$ cat config.mk
export PLATFORM = sky130hd
export DESIGN_NAME = mem_arbiter
export DESIGN_NICKNAME = d
export VERILOG_FILES = /design/src/rtl/mem_arbiter.sv
export SDC_FILE = /design/constraint.sdc
export NUM_CORES = 1
export LEC_CHECK = 0
export BUFFER_PORTS_ARGS = -buffer_cell sky130_fd_sc_hd__buf_2
export CAP_MARGIN = 30
export CORE_AREA = 2 2 149 93
export CTS_CLUSTER_DIAMETER = 50
export CTS_CLUSTER_SIZE = 8
export DETAILED_ROUTE_END_ITERATION = 10
export DIE_AREA = 0 0 151 95
export GPL_TIMING_DRIVEN = 0
export PLACE_DENSITY = 0.93
export SETUP_SLACK_MARGIN = 0.4
export SYNTH_ARGS = -nofsm -noshare
export SYNTH_HDL_FRONTEND = slang
export SYNTH_SLANG_ARGS = --single-unit
$ cat constraint.sdc
create_clock -name i_Clock -period 14.6 [get_ports i_Clock]
set_input_delay 2.92 -clock i_Clock [delete_from_list [all_inputs] [get_ports i_Clock]]
set_output_delay 2.92 -clock i_Clock [all_outputs]
set_load 0.1 [all_outputs]
$ cat src/rtl/mem_arbiter.sv
// Two-requester (instruction/data) round-robin arbiter onto a single
// valid/ready memory port with one outstanding transaction and a response timeout.
module mem_arbiter #(
  parameter int unsigned XLEN           = 32,
  parameter int unsigned TIMEOUT_CYCLES = 255
) (
  input  logic              i_Clock,
  input  logic              i_Reset,

  input  logic              i_Instr_Req,
  input  logic [XLEN-1:0]   i_Instr_Addr,
  output logic [XLEN-1:0]   o_Instr_Data,
  output logic              o_Instr_Valid,
  output logic              o_Instr_Error,

  input  logic              i_Data_Req,
  input  logic              i_Data_We,
  input  logic [XLEN-1:0]   i_Data_Addr,
  input  logic [XLEN-1:0]   i_Data_Wdata,
  input  logic [XLEN/8-1:0] i_Data_Wstrb,
  output logic [XLEN-1:0]   o_Data_Rdata,
  output logic              o_Data_Valid,
  output logic              o_Data_Error,

  output logic              o_Mem_Req_Valid,
  input  logic              i_Mem_Req_Ready,
  output logic              o_Mem_We,
  output logic [XLEN-1:0]   o_Mem_Addr,
  output logic [XLEN-1:0]   o_Mem_Wdata,
  output logic [XLEN/8-1:0] o_Mem_Wstrb,
  input  logic              i_Mem_Resp_Valid,
  input  logic [XLEN-1:0]   i_Mem_Resp_Data,
  input  logic              i_Mem_Resp_Error,

  output logic              o_Busy
);

  localparam int unsigned CW = (TIMEOUT_CYCLES > 1) ? $clog2(TIMEOUT_CYCLES + 1) : 1;

  typedef enum logic [1:0] {
    S_IDLE,
    S_ISSUE,
    S_WAIT
  } state_t;

  state_t            r_State;
  state_t            w_State_Next;
  logic [CW-1:0]     r_Count;
  logic [CW-1:0]     w_Count_Next;
  logic [CW-1:0]     w_Count_Inc;

  // r_Gnt_Data doubles as the round-robin "last granted" flag (0 = instruction).
  logic              r_Gnt_Data;
  logic              r_We;
  logic [XLEN-1:0]   r_Addr;
  logic [XLEN-1:0]   r_Wdata;
  logic [XLEN/8-1:0] r_Wstrb;

  logic              w_Instr_Elig;
  logic              w_Data_Elig;
  logic              w_Grant;
  logic              w_Grant_Data;
  logic              w_Done;
  logic              w_Timeout;

  // A requester whose completion pulse is visible this cycle is still holding
  // its request; masking it stops an accidental second issue.
  assign w_Instr_Elig = i_Instr_Req & ~o_Instr_Valid;
  assign w_Data_Elig  = i_Data_Req  & ~o_Data_Valid;
  assign w_Count_Inc  = r_Count + CW'(1);

  always_comb begin
    w_State_Next = r_State;
    w_Count_Next = r_Count;
    w_Grant      = 1'b0;
    w_Grant_Data = 1'b0;
    w_Done       = 1'b0;
    w_Timeout    = 1'b0;
    unique case (r_State)
      S_IDLE: begin
        if (w_Instr_Elig || w_Data_Elig) begin
          w_Grant      = 1'b1;
          w_Grant_Data = w_Data_Elig & (~w_Instr_Elig | ~r_Gnt_Data);
          w_State_Next = S_ISSUE;
        end
      end
      S_ISSUE: begin
        if (i_Mem_Req_Ready) begin
          w_Count_Next = '0;
          w_State_Next = S_WAIT;
        end
      end
      S_WAIT: begin
        if (i_Mem_Resp_Valid) begin
          w_Done       = 1'b1;
          w_State_Next = S_IDLE;
        end else if (w_Count_Inc == CW'(TIMEOUT_CYCLES)) begin
          w_Done       = 1'b1;
          w_Timeout    = 1'b1;
          w_State_Next = S_IDLE;
        end else begin
          w_Count_Next = w_Count_Inc;
        end
      end
      default: begin
        w_State_Next = S_IDLE;
      end
    endcase
  end

  always_ff @(posedge i_Clock or posedge i_Reset) begin
    if (i_Reset) begin
      r_State <= S_IDLE;
      r_Count <= '0;
    end else begin
      r_State <= w_State_Next;
      r_Count <= w_Count_Next;
    end
  end

  always_ff @(posedge i_Clock or posedge i_Reset) begin
    if (i_Reset) begin
      r_Gnt_Data <= 1'b0;
      r_We       <= 1'b0;
      r_Addr     <= '0;
      r_Wdata    <= '0;
      r_Wstrb    <= '0;
    end else if (w_Grant) begin
      r_Gnt_Data <= w_Grant_Data;
      r_We       <= w_Grant_Data & i_Data_We;
      r_Addr     <= w_Grant_Data ? i_Data_Addr  : i_Instr_Addr;
      r_Wdata    <= w_Grant_Data ? i_Data_Wdata : '0;
      r_Wstrb    <= w_Grant_Data ? i_Data_Wstrb : '0;
    end
  end

  always_ff @(posedge i_Clock or posedge i_Reset) begin
    if (i_Reset) begin
      o_Instr_Valid <= 1'b0;
      o_Instr_Data  <= '0;
      o_Instr_Error <= 1'b0;
      o_Data_Valid  <= 1'b0;
      o_Data_Rdata  <= '0;
      o_Data_Error  <= 1'b0;
    end else begin
      o_Instr_Valid <= 1'b0;
      o_Data_Valid  <= 1'b0;
      if (w_Done) begin
        if (r_Gnt_Data) begin
          o_Data_Valid <= 1'b1;
          o_Data_Rdata <= w_Timeout ? '0 : i_Mem_Resp_Data;
          o_Data_Error <= w_Timeout | i_Mem_Resp_Error;
        end else begin
          o_Instr_Valid <= 1'b1;
          o_Instr_Data  <= w_Timeout ? '0 : i_Mem_Resp_Data;
          o_Instr_Error <= w_Timeout | i_Mem_Resp_Error;
        end
      end
    end
  end

  assign o_Mem_Req_Valid = (r_State == S_ISSUE);
  assign o_Mem_We        = r_We;
  assign o_Mem_Addr      = r_Addr;
  assign o_Mem_Wdata     = r_Wdata;
  assign o_Mem_Wstrb     = r_Wstrb;
  assign o_Busy          = (r_State != S_IDLE);

endmodule
==> results of run 1 <==
cell type report:
class	instances	area, µm²	area share, %
diodes	2	5.005	0.05822
plain buffers	46	252.7	2.940
inverters	8	35.03	0.4075
flip-flops and latches	148	3704	43.08
multi-input cells	337	2347	27.30
well taps	175	219.0	2.547
repair buffers	279	1419	16.50
clock buffers	17	425.4	4.948
clock inverters	15	190.2	2.212
kinds of logic after synthesis:
kind of cell,share of synthesized area [%]
buf+inv,4.465
mux,0.1580
xor+xnor,0.7113
fa+ha+maj,0.3950
simple gates,5.235
compound gates,30.56
flops,58.47
sequential cells by signal, summed over array words and instances, names as in the netlist:
register       cells
o_Data_Valid       1
o_Data_Rdata      32
o_Instr_Valid      1
r_Count            8
o_Mem_Wdata       32
o_Instr_Error      1
r_Gnt_Data         1
o_Mem_Addr        32
o_Instr_Data      32
r_State            2
o_Mem_We           1
o_Data_Error       1
o_Mem_Wstrb        4
layer usage:
metal | global-route usage (%) | vias to the layer above | part of all wire [%]
li1 | - | 2642 | -
met1 | 38.33 | 2980 | 45
met2 | 42.35 | 247 | 47
met3 | 5.749 | 28 | 6.9
met4 | 10.28 | 0 | 1.4
met5 | 0 | - | 0
cells in the final DEF (no fill, tap or decap), drive strengths merged, types with 3 or more instances in the layout:
| master | netlist | routed |
|---|---|---|
| clkbuf | 19 | 36 |
| nand2 | 39 | 39 |
| dfrtp | 148 | 148 |
| a211oi | 4 | 4 |
| o22ai | 33 | 33 |
| nand2b | 5 | 5 |
| nor2b | 3 | 3 |
| clkinv | 0 | 4 |
| buf | 27 | 306 |
| a21oi | 8 | 8 |
| o21ai | 44 | 44 |
| nand3 | 3 | 3 |
| a21o | 65 | 65 |
| inv | 8 | 16 |
| nor3 | 3 | 3 |
| a22o | 99 | 99 |
| nor2 | 7 | 7 |
worst max-delay path: stages (launching register included):
cell and delay (ns):
dfrtp_1 0.45, nor2b_1 0.25, buf_2 0.48
through the flow:
step	instances	util, %
6_report	1027	65.48
5_1_grt	1027	65.48
4_1_cts	1025	65.44
3_5_place_dp	993	60.75
2_1_floorplan	539	-
3_3_place_gp	992	60.50
final timing paths:
path / to / slack [ns] / cells after the start
setup / recovery: o_Mem_Req_Valid / 10.09 / 2
hold / removal: o_Mem_Addr[8]$_DFFE_PP0P_ / 0.48 / 2
setup reg to reg: o_Instr_Data[16]$_DFFE_PP0P_ / 12.67 / 6
hold reg to reg: o_Mem_Addr[8]$_DFFE_PP0P_ / 0.48 / 2
max in group asynchronous: o_Data_Rdata[9]$_DFFE_PP0P_ / 11.20 / 3
min in group asynchronous: o_Mem_Addr[6]$_DFFE_PP0P_ / 2.58 / 2
==> run summary, run 1 <==
status: complete, no violations
Synth Flop Type: dfrtp_1
hold path startpoint: o_Mem_Addr[8]$_DFFE_PP0P_
Layout area overhead: 35.74%
largest cells by area after synthesis: dfrtp_1, a22o_1, a21o_1, o22ai_1, o21ai_0
die area: 14350 µm²
Max Cap Violations: 0
vias in the first global route: 5678
CP startpoint kind: flop
Least-Margin Pin Slew: 0.5834 ns
RSZ-0062 raised after global routing: false
fin nets: 979
core area: 13130 µm²
CTS Buf Count: 17
Netlist cell types: 41
die width: 151 µm
final hold violation count: 0
Clock Sink Count: 148
Clock Tree Buf Depth: 2
final setup TNS: 0 ns
top-count cell post-synth: dfrtp_1
syn nets: 681
Max Transition Viols Final: 0
DRC marker count from the first detailed-route iteration: 344
post-CTS setup buffer count: 0
FF+latch count, synth: 148
Final setup viols: 0
FMAX: 221.5 MHz
die height: 95 µm
synth warn: 0
Worst-path clk slew: 0.06 ns
Placed Area: 7976 µm²
DR vias: 5897
Tot GR Track Use: 27.38%
Detailed Route WL: 19480 µm
H-Tree Depth: 4
DP HPWL: 14410 µm
Post-synth EDFFs: 0
remaining antenna violation count: 0
I/O pins: 279
required time worst endpoint: 11.68 ns
Post-CTS Hold Buffers: 0
Synth Cell Area: 6334 µm²
post-synthesis sequential area ratio: 58.47%
Crit Path Max Fanout: 8
top post-synthesis cells by count: dfrtp_1, a22o_1, a21o_1
CP arrival: 1.59 ns
DRC: 0
synthesized area per cell: 11.75 µm²
Worst R2R Start: r_State[0]$_DFFE_PP0P_
first-pass GRT wire length: 30050 µm
fill count: 1020
Worst-Skew Late Latency: 0.41 ns
fraction of registers with async set/reset: 100.0%
WL per Instance: 18.97 µm
I/O Buffers: 278
leading area contributor after synthesis: dfrtp_1
worst setup path class: reg -> out
# rows: 33
critical path launch point: r_State[0]$_DFFE_PP0P_
GRT overflow: 0
largest net degree at the start of global routing: 87
Final Cycle Share: 30.92%
layout cells sized above 1: 40.59%
worst hold path class: reg -> reg
minimum clock period: 4.515 ns
slack of the critical path: 10.09 ns
via density per instance: 5.742
Root Buffer: clkbuf_16
Starting Density: 48.24%
worst hold margin: 0.4780 ns
CP Capture Type: output port
clk_skew: 0.01282 ns
initial antenna violation count: 2
CTS tree: yes
CTS resizes: 0
headroom to the max-slew limit: 61.11%
Place WS: 10.18 ns
Cells after Synth: 539
GPL Wtd Cong: 0.9193
drt pass-1 iters: 5
Finished Cell Area: 8597 µm²
top cell type's share of synthesized area: 58.47%
Power of run 1 is not shown: default switching activity piles up to over one toggle a cycle in this logic, so the estimate is an artifact.
==> run 2, diff against run 1 <==
Settings changed: CORE_AREA 2 2 149 93 to 2 2 153 95, DIE_AREA 0 0 151 95 to 0 0 155 97, PLACE_DENSITY 0.93 to 0.9.
Clock period 14.6 ns to 4.5 ns, I/O delays scaled along.
==> run 2 against run 1 <==
Global-route usage is 1.6 points lower. Die area increased by 4.8%. Critical path depth did not move. Sequential share of layout area down 0.11 points. Highest routed layer is now met5. Setup slack lost 8.1 ns. Utilization is 1.6 points lower. Via count fell by 1.5%.
==> run summary, run 2 (synthesized netlist as in run 1, its figures left out) <==
DP HPWL: 14380 µm
CP Capture Type: output port
max incr delay on CP: 0.49 ns
I/O pins: 279
fin nets: 981
largest net degree at the start of global routing: 45
headroom to the max-slew limit: 47.74%
WL per Instance: 18.64 µm
CP arrival: 1.66 ns
Detailed Route WL: 19170 µm
vias in the first global route: 5454
# rows: 33
core area: 13500 µm²
Max Cap Violations: 0
DR vias: 5807
DRC: 0
commonest non-fill, non-tap cell in the layout: buf_2
CP bufs+invs: 1
minimum clock period: 2.557 ns
die area: 15040 µm²
CTS Buf Count: 17
most frequent cells in the layout: buf_2, dfrtp_1, a22o_1, a21o_1, nand2_1
Final setup viols: 0
post-CTS setup buffer count: 0
CP cell instances: nor2b_1, buf_2
die height: 97 µm
via density per instance: 5.649
H-Tree Depth: 4
final setup TNS: 0 ns
RSZ-0062 raised after global routing: false
fill count: 1086
worst setup path class: reg -> out
CTS tree: yes
CTS resizes: 0
Final Cycle Share: 56.81%
Root Buffer: clkbuf_16
status: complete, no violations
FMAX: 391.2 MHz
Clock Tree Buf Depth: 2
Post-CTS Hold Buffers: 0
CP startpoint kind: flop
Max Transition Viols Final: 0
GPL Wtd Cong: 0.8788
Least-Margin Pin Slew: 0.7822 ns
drt pass-1 iters: 5
crit-path leading delay family: buffers and inverters
Starting Density: 46.91%
DRC marker count from the first detailed-route iteration: 493
first-pass GRT wire length: 30150 µm
Layout area overhead: 36.09%
Worst-Skew Late Latency: 0.42 ns
Tot GR Track Use: 25.74%
Clock Sink Count: 148
die width: 155 µm
Worst-path clk slew: 0.07 ns
Slowest-stage cell, CP: buf_2
GRT overflow: 0
clk_skew: 0.01115 ns
final hold violation count: 0
worst hold path class: reg -> reg
layout cells sized above 1: 40.73%
remaining antenna violation count: 0
I/O Buffers: 278
initial antenna violation count: 2
Crit Path Max Fanout: 8
required time worst endpoint: 3.60 ns
run 2: cell count changes in the layout (fill, tap and decap cells not counted), sizes merged:
cell      previous run  this run
diode                2         1
bufinv               2         1
buf                306       308
clkinv               4         3
inv                 16        17
clkinvlp             1         2
run 2: worst paths after layout:
check	startpoint	end	slack (ns)	cells past startpoint
setup / recovery	r_State[0]$_DFFE_PP0P_	o_Mem_Req_Valid	1.94	2
hold / removal	o_Mem_Addr[20]$_DFFE_PP0P_	o_Mem_Addr[20]$_DFFE_PP0P_	0.48	2
setup reg to reg	r_State[0]$_DFFE_PP0P_	o_Instr_Data[2]$_DFFE_PP0P_	2.55	6
hold reg to reg	o_Mem_Addr[20]$_DFFE_PP0P_	o_Mem_Addr[20]$_DFFE_PP0P_	0.48	2
max in group asynchronous	i_Reset	o_Data_Valid$_DFF_PP0_	2.96	4
min in group asynchronous	i_Reset	o_Data_Rdata[7]$_DFFE_PP0P_	0.62	2
run 2: layout make-up:
| class | instances | area, µm² | area share, % |
|---|---|---|---|
| antenna | 1 | 2.502 | 0.02903 |
| buffer | 46 | 252.7 | 2.932 |
| clock buffer | 17 | 425.4 | 4.935 |
| clock inverter | 15 | 183.9 | 2.134 |
| inverter | 8 | 33.78 | 0.3919 |
| multi-input combinational | 337 | 2347 | 27.23 |
| sequential | 148 | 3704 | 42.97 |
| tap | 175 | 219.0 | 2.540 |
| timing repair buffer | 281 | 1451 | 16.84 |
run 2: per-stage QoR:
| stage | area (µm²) | worst slack [ns] | std cells | hold WS (ns) | utilization (%) |
|---|---|---|---|---|---|
| 4_1_cts | 8617 | 1.985 | 1027 | 0.4802 | 63.82 |
| 3_5_place_dp | 8008 | 2.136 | 995 | 0.4653 | 59.31 |
| 5_1_grt | 8620 | 1.879 | 1028 | 0.4991 | 63.84 |
| 6_report | 8620 | 1.943 | 1028 | 0.4788 | 63.84 |
| 2_1_floorplan | 6337 | 1.705 | 539 | 0.4477 | - |
| 3_3_place_gp | 7948 | 0.8193 | 992 | 0.4601 | 58.86 |
run 2: routing by layer:
layer	up-vias	part of all wire, %	global-route usage (%)
met5	-	0.068	0
met1	2905	46	37.81
met2	242	46	38.70
met4	2	1.3	7.407
li1	2634	-	-
met3	24	6.1	5.332
run 2: worst reg2reg max path: cells and delay by family, from the launching register on:
family / cells / cell delay (ns)
compound gates: 2 / 0.31
simple gates: 2 / 0.47
flops: 1 / 0.45
buf+inv: 2 / 0.66
Power of run 2 is left out for the same reason.
==> run 3, diff against run 2 <==
Settings changed: ABC_AREA set to 1, CORE_AREA 2 2 153 95 to 2 2 163 101, DIE_AREA 0 0 155 97 to 0 0 165 103, PLACE_DENSITY 0.9 to 0.86.
Clock period 4.5 ns to 2.16 ns, I/O delays scaled along.
==> run 3 against run 2 <==
Via count increased by 17%. First-iteration DRC count increased by 22%. Global-route usage decreased by 2.8 points. Area after synthesis increased by 3.3%. Routed wire length increased by 11%. Utilization decreased by 3.6 points. Synthesized cell count increased by 46%. Critical path type is now reg -> reg. Count of clock-buffer cells in the layout unchanged. Sequential share of layout area decreased by 3.9 points.
==> run summary, run 3 <==
DRC: 0
Post-synth EDFFs: 0
post-synthesis sequential area ratio: 56.63%
headroom to the max-slew limit: 58.16%
remaining antenna violation count: 0
CP Capture Type: flop
layout cells sized above 1: 38.24%
FF+latch count, synth: 148
final hold violation count: 0
syn nets: 930
Max Transition Viols Final: 0
die area: 17000 µm²
worst hold path class: in -> async
RSZ-0062 raised after global routing: true
via density per instance: 5.092
Tot GR Track Use: 22.97%
leading area contributor after synthesis: dfrtp_1
fill count: 1332
Crit Path Max Fanout: 8
Final setup viols: 0
Netlist cell types: 21
initial antenna violation count: 0
Synth Cell Area: 6540 µm²
Worst-Skew Late Latency: 0.42 ns
top-count cell post-synth: nand2_1
vias in the first global route: 5872
DRC marker count from the first detailed-route iteration: 601
core area: 15720 µm²
synth warn: 0
I/O pins: 279
# rows: 36
Clock Sink Count: 148
top post-synthesis cells by count: nand2_1, dfrtp_1, inv_1
status: complete, no violations
top cell type's share of synthesized area: 56.63%
Clock Tree Buf Depth: 2
Cells after Synth: 788
GRT overflow: 0
largest net degree at the start of global routing: 43
I/O Buffers: 278
synthesized area per cell: 8.300 µm²
die width: 165 µm
Least-Margin Pin Slew: 0.6263 ns
CP arrival: 2.27 ns
GPL Wtd Cong: 0.8653
CP startpoint kind: flop
Max Cap Violations: 0
commonest non-fill, non-tap cell in the layout: buf_2
WL per Instance: 15.89 µm
most frequent cells in the layout: buf_2, nand2_1, dfrtp_1, inv_1, nand4_1
drt pass-1 iters: 7
fraction of registers with async set/reset: 100.0%
register area: 3706 µm²
FMAX: 508.9 MHz
Synth Flop Type: dfrtp_1
n_diodes: 0
Final Cycle Share: 90.97%
Layout area overhead: 44.88%
CTS Buf Count: 17
Detailed Route WL: 21230 µm
die height: 103 µm
H-Tree Depth: 4
multi-input logic area: 2509 µm²
Root Buffer: clkbuf_16
largest cells by area after synthesis: dfrtp_1, nand2_1, nand4_1, inv_1, o21ai_0
worst setup path class: reg -> reg
CTS tree: yes
clk_skew: 0.01639 ns
first-pass GRT wire length: 30230 µm
worst hold margin: 0.09740 ns
DR vias: 6803
fin nets: 1256
Worst-path clk slew: 0.07 ns
DP HPWL: 14910 µm
Post-CTS Hold Buffers: 0
required time worst endpoint: 2.46 ns
Starting Density: 41.60%
minimum clock period: 1.965 ns
[run 3: stage by stage]
| step | std cells | utilization (%) | area, µm² | TNS, ns | worst slack (ns) |
|---|---|---|---|---|---|
| 3_5_place_dp | 1278 | 52.52 | 8257 | 0 | 0.03489 |
| 4_1_cts | 1326 | 58.04 | 9124 | 0 | 0.2946 |
| 5_1_grt | 1336 | 60.28 | 9475 | 0 | 0.1114 |
| 3_3_place_gp | 1275 | 52.14 | 8197 | -156.35 | -1.071 |
| 2_1_floorplan | 788 | - | 6544 | -19.68 | -0.1330 |
| 6_report | 1336 | 60.28 | 9475 | 0 | 0.1950 |
[run 3: worst max-delay path: stages (launching register included)]
cell and delay (ns):
dfrtp_1 0.37, clkbuf_4 0.19, nand2_1 0.10, nor2_2 0.06, buf_4 0.13, nand3_1 0.09, nand2_1 0.07, nor2_2 0.12
nand3_2 0.12, nand2_4 0.18, nand2_8 0.12, clkbuf_16 0.19, nand2_2 0.05, nand2_1 0.05
[run 3: path summary, 6_finish.rpt]
check	to	cells past startpoint	slack [ns]	startpoint
setup / recovery	o_Data_Rdata[3]$_DFFE_PP0P_	13	0.20	r_Count[2]$_DFFE_PP0P_
hold / removal	o_Mem_Wdata[3]$_DFFE_PP0P_	2	0.1	i_Reset
setup reg to reg	o_Data_Rdata[3]$_DFFE_PP0P_	13	0.20	r_Count[2]$_DFFE_PP0P_
hold reg to reg	o_Instr_Data[3]$_DFFE_PP0P_	2	0.47	o_Instr_Data[3]$_DFFE_PP0P_
max in group asynchronous	o_Mem_Addr[1]$_DFFE_PP0P_	4	1.18	i_Reset
min in group i_Clock	r_State[0]$_DFFE_PP0P_	2	0.23	i_Mem_Req_Ready
[run 3: area by class of cell]
class	count	area share (%)
clock inverter	15	1.968
buffer	51	3.037
tap	209	2.760
inverter	96	3.843
sequential	148	39.11
clock buffer	17	4.490
multi-input combinational	493	26.48
timing repair buffer	307	18.32
[run 3: kinds of logic after synthesis]
kind of cell,Yosys count,synth area share [%]
compound gates,104,8.016
buf+inv,147,9.183
simple gates,387,25.79
fa+ha+maj,2,0.3826
flops,148,56.63
[run 3: per-layer routing]
layer	vias up	track usage, %	part of all wire, %
li1	3183	-	-
met1	3245	33.18	45
met2	341	34.42	46
met3	34	5.873	8.0
met4	0	6.488	1.3
met5	-	0	0
[run 3: repair_timing]
action | CTS | global route
endpoints found under the setup margin | 111 | 142
cloned | 0 | 3
buffers inserted | 16 | 7
pin swaps | 1 | 5
gates resized for setup | 41 | 82
Power of run 3 is left out for the same reason.
